===== src/rtl/bit_serializer.sv =====
// Word-to-bitstream serializer: valid/ready word FIFO feeding a shifter that
// emits one registered bit per clock, back-to-back across queued words.
module bit_serializer #(
  parameter int unsigned WIDTH     = 8,
  parameter int unsigned DEPTH     = 2,
  parameter int unsigned MSB_FIRST = 1,
  parameter logic        IDLE_BIT  = 1'b0
) (
  input  logic                     clk,
  input  logic                     rst,
  input  logic [WIDTH-1:0]         din_word,
  input  logic                     din_valid,
  output logic                     din_ready,
  output logic                     dout_bit,
  output logic                     dout_valid,
  output logic                     dout_sof,
  output logic                     busy,
  output logic [$clog2(DEPTH):0]   fifo_count
);

  localparam int unsigned PW = $clog2(DEPTH);
  localparam int unsigned CW = $clog2(WIDTH);
  localparam int unsigned NW = PW + 1;

  typedef enum logic {IDLE, SHIFT} state_t;

  state_t             state;
  logic [WIDTH-1:0]   mem [DEPTH];
  logic [PW-1:0]      wr_ptr;
  logic [PW-1:0]      rd_ptr;
  logic [WIDTH-1:0]   shreg;
  logic [CW-1:0]      bit_cnt;
  logic [WIDTH-1:0]   head;
  logic               push;
  logic               pop;
  logic               last_bit;

  assign din_ready = !rst && (fifo_count < NW'(DEPTH));
  assign push      = din_valid && din_ready;
  assign last_bit  = (bit_cnt == CW'(WIDTH - 1));
  assign head      = mem[rd_ptr];
  // A pop always coincides with loading the shifter: from IDLE, or right after the last bit.
  assign pop       = (fifo_count != '0) && ((state == IDLE) || (state == SHIFT && last_bit));

  always_ff @(posedge clk) begin
    if (push) mem[wr_ptr] <= din_word;
  end

  always_ff @(posedge clk or posedge rst) begin
    if (rst) begin
      state      <= IDLE;
      wr_ptr     <= '0;
      rd_ptr     <= '0;
      fifo_count <= '0;
      shreg      <= '0;
      bit_cnt    <= '0;
      dout_bit   <= IDLE_BIT;
      dout_valid <= 1'b0;
      dout_sof   <= 1'b0;
      busy       <= 1'b0;
    end else begin
      if (push) wr_ptr <= wr_ptr + PW'(1);
      if (pop)  rd_ptr <= rd_ptr + PW'(1);
      case ({push, pop})
        2'b10:   fifo_count <= fifo_count + NW'(1);
        2'b01:   fifo_count <= fifo_count - NW'(1);
        default: fifo_count <= fifo_count;
      endcase

      if (pop) begin
        state      <= SHIFT;
        busy       <= 1'b1;
        dout_valid <= 1'b1;
        dout_sof   <= 1'b1;
        bit_cnt    <= '0;
        if (MSB_FIRST != 0) begin
          dout_bit <= head[WIDTH-1];
          shreg    <= head << 1;
        end else begin
          dout_bit <= head[0];
          shreg    <= head >> 1;
        end
      end else if (state == SHIFT && !last_bit) begin
        dout_sof <= 1'b0;
        bit_cnt  <= bit_cnt + CW'(1);
        if (MSB_FIRST != 0) begin
          dout_bit <= shreg[WIDTH-1];
          shreg    <= shreg << 1;
        end else begin
          dout_bit <= shreg[0];
          shreg    <= shreg >> 1;
        end
      end else if (state == SHIFT) begin
        state      <= IDLE;
        busy       <= 1'b0;
        dout_valid <= 1'b0;
        dout_sof   <= 1'b0;
        dout_bit   <= IDLE_BIT;
        bit_cnt    <= '0;
      end
    end
  end

endmodule


===== config.mk =====
export PLATFORM = sky130hd
export DESIGN_NAME = bit_serializer
export DESIGN_NICKNAME = d
export VERILOG_FILES = /design/src/rtl/bit_serializer.sv
export SDC_FILE = /design/constraint.sdc
export NUM_CORES = 1
export LEC_CHECK = 0
export CELL_PAD_IN_SITES_DETAIL_PLACEMENT = 0
export CELL_PAD_IN_SITES_GLOBAL_PLACEMENT = 2
export CORE_MARGIN = 3
export CORE_UTILIZATION = 37
export CTS_CLUSTER_SIZE = 12
export DETAILED_ROUTE_END_ITERATION = 8
export PLACE_DENSITY = 0.76
export SLEW_MARGIN = 30
export SYNTH_ARGS = -nofsm -noshare
export SYNTH_HDL_FRONTEND = slang
export SYNTH_SLANG_ARGS = --single-unit

===== constraint.sdc =====
create_clock -name clk -period 2.4 [get_ports clk]
set_clock_uncertainty 0.05 [all_clocks]
set_input_delay 0.36 -clock clk [delete_from_list [all_inputs] [get_ports clk]]
set_output_delay 0.36 -clock clk [all_outputs]
set_load 0.05 [all_outputs]

==> impl_metrics.py <==
metrics = {
    "cells_and_area": {
        "area_delta_synth_final_pct": 19.1,
        "ff_latch_area_um2": 931,
        "multi_input_area_um2": 463,
        "fill_cells": 339,
        "drive_above_1_share_pct": 15.9,
        "nets": 139,
        "insertedDiodeCount": 0,
    },
    "synth": {
        "synthArstFlopShare_pct": 52.9,
        "synthesis.area_mm2": 0.00145,
        "synthDistinctLibCells": 26,
        "synth_nets": 118,
        "netlist.area_leader.share_pct": 33.2,
        "ys_warn_count": 0,
        "ys_top_cells_by_area": "edfxtp_1 (33%), dfrtp_1 (31%), o31ai_2 (5.2%), a211oi_1 (3.1%), nor2_1 (3.1%)",
        "synth-edff-count": 16,
        "synthFlopType": "dfrtp_1",
        "yosysSeqAreaShare_pct": 64.3,
        "avgSynthCellArea_um2": 13.9,
        "ys_ff_latch": 34,
        "synth_common_cells": "dfrtp_1 (18), edfxtp_1 (16), nor2_1 (12)",
        "syn_inst": 104,
        "synth_top_cell_by_area": "edfxtp_1",
        "yosysMostFrequentCell": "dfrtp_1",
    },
    "timing": {
        "period_needed_ns": 2.01,
        "finalMaxSlewViolations": 0,
        "setup_violations": 0,
        "period_share_pct": 83.8,
        "max_freq_mhz": 497,
        "hold_slack_ns": 0.441,
        "maxSlewHeadroom_pct": 54.9,
        "finalHoldViolations": 0,
        "grt_setup_unrepaired": "false",
        "worstMarginPinSlew_ns": 0.676,
        "setup_tns_ns": 0,
    },
    "clock_tree": {
        "postCtsSetupBuffers": 0,
        "holdBufCountCts": 0,
        "h-tree-depth": 2,
        "cts-resized-gates": 0,
        "cts_root_buf": "clkbuf_8",
        "clk_pin_slew_ns": 0.06,
        "cts-buffers-inserted": 5,
        "cts_tree": "built",
        "clk_latency_ns": 0.28,
        "clock_sinks": 34,
        "clk_path_buf_depth": 2,
    },
    "critical_path": {
        "start_kind": "flip-flop",
        "cp_data_required_time_ns": 1.99,
        "crit_path_end": "fifo_count[1]",
        "cpPeakStageDelay_ns": 0.85,
        "rr_startpoint": "bit_cnt[0]$_DFFE_PP0P_",
        "critical_path_arrival_ns": 1.60,
        "path_cells": "clkdlybuf4s50_1",
        "path_depth": 1,
        "startpoint": "fifo_count[1]$_DFFE_PP0P_",
        "crit_fanout": 5,
        "crit_slowest_cell": "clkdlybuf4s50_1",
        "end_kind": "output pin",
        "r2r_slack_ns": 0.51,
        "reg2regPathDepth": 8,
        "cp_num_buf_inv": 1,
        "r2r-end": "fifo_count[1]$_DFFE_PP0P_",
        "cpLargestDelayFamily": "buffers and inverters",
        "crit_type": "flip-flop to output pin",
    },
    "grt": {
        "grt_pass1_wl_mm": 3.74,
        "grt.total_usage_pct": 11.7,
        "grt_pass1_vias": 817,
        "grt_start_max_net_pins": 19,
        "grt.overflow.total": 0,
        "antenna_found_initial": 0,
    },
    "floorplan": {
        "die_height_um": 68.6,
        "initial_utilization_pct": 39.0,
        "die_x_um": 68.6,
        "num_rows": 22,
        "dieArea_mm2": 0.00470,
        "io-pin-count": 18,
        "core_area_mm2": 0.00372,
    },
    "min_path": {
        "hold_path.class": "flip-flop to flip-flop",
    },
    "detailed_routing": {
        "num_vias": 827,
        "met2_length_mm": 1.13,
        "drc": 0,
        "wl_met3_um": 95,
        "detail-route-antenna-nets": 0,
        "drtPass1Iterations": 4,
        "highest_layer": "met4",
        "wl_met1_mm": 1.08,
        "viasPerCell": 4.75,
        "wl_per_cell_um": 13.5,
        "routed_wl_mm": 2.35,
        "drt_iter0_markers": 16,
    },
    "placed_design": {
        "place.gp.congestion": 0.772,
        "dp_hpwl_mm": 1.67,
        "io_buffers": 17,
    },
    "power": {
        "power_density_mw_per_mm2": 1260,
        "leakagePower_nw": 0.686,
        "irDropWorstVdd_v": 0.000472,
    },
    "status": {
        "status": "completed",
    },
    "job": {
        "drv_cap": 0,
    },
}
## per-layer routing
layer / track usage (%) / up-vias
met3: 4.38 / 4
met2: 18.1 / 15
met5: 0 / -
met1: 13.5 / 393
met4: 7.44 / 0
li1: - / 415
## layout by cell type (no fill, tap or decap), drive strengths merged, types with 5 or more instances in the layout
cell	synthesis	final
a211oi	7	7
dfrtp	18	18
o31ai	6	6
clkdlybuf4s50	0	16
edfxtp	16	16
nor2b	7	7
clkbuf	0	5
nand2	8	8
nor2	14	14
## area by class of cell
class	instances	share of cell area (%)
inverter	2	0.435
clock buffer	5	3.99
multi-input combinational	63	26.9
tap	48	3.48
clock inverter	3	0.653
sequential	34	54.0
timing repair buffer	19	10.6
## registers in the layout, summed over array words and instances, names as in the netlist
| signal | count |
|---|---|
| bit_cnt | 3 |
| rd_ptr | 1 |
| dout_bit | 1 |
| state | 1 |
| busy | 1 |
| mem | 16 |
| dout_sof | 1 |
| fifo_count | 2 |
| wr_ptr | 1 |
| shreg | 7 |
## how the worst min path moves through the flow
stage / startpoint / endpoint / slack (ns) / cells after the start
floorplan: rst / bit_cnt[0]$_DFFE_PP0P_ / 0.25 / 1
global placement: shreg[2]$_DFFE_PP0P_ / shreg[3]$_DFFE_PP0P_ / 0.42 / 2
detailed placement: shreg[3]$_DFFE_PP0P_ / shreg[4]$_DFFE_PP0P_ / 0.43 / 2
CTS: shreg[3]$_DFFE_PP0P_ / shreg[4]$_DFFE_PP0P_ / 0.44 / 2
global route: shreg[3]$_DFFE_PP0P_ / shreg[4]$_DFFE_PP0P_ / 0.46 / 2
finish: shreg[2]$_DFFE_PP0P_ / shreg[3]$_DFFE_PP0P_ / 0.44 / 2
## power breakdown
group	total, mW	switching [mW]	internal, mW
clock network	0.383	0.190	0.193
logic	0.888	0.527	0.362
registers	0.907	0.136	0.771
## stage by stage
step	power (mW)	util, %	area (um^2)	cells	setup slack [ns]
2_1_floorplan	1.63	-	1450	104	0.201
3_3_place_gp	1.80	44.2	1640	166	0.586
3_5_place_dp	1.82	44.2	1640	166	0.530
4_1_cts	2.22	46.4	1720	174	0.365
5_1_grt	2.34	46.4	1720	174	0.318
6_report	2.18	46.4	1720	174	0.389
## cells by family (layout without fill, tap and decap cells)
| logic type | after synthesis | count (layout) | share of synthesized area [%] |
|---|---|---|---|
| simple gates | 31 | 31 | 10.6 |
| compound gates | 21 | 21 | 13.3 |
| xor+xnor | 5 | 5 | 3.03 |
| buf+inv | 7 | 29 | 3.89 |
| mux | 3 | 3 | 2.25 |
| fa+ha+maj | 3 | 3 | 2.59 |
| flops | 34 | 34 | 64.3 |
(Power assumes the default switching activity.)
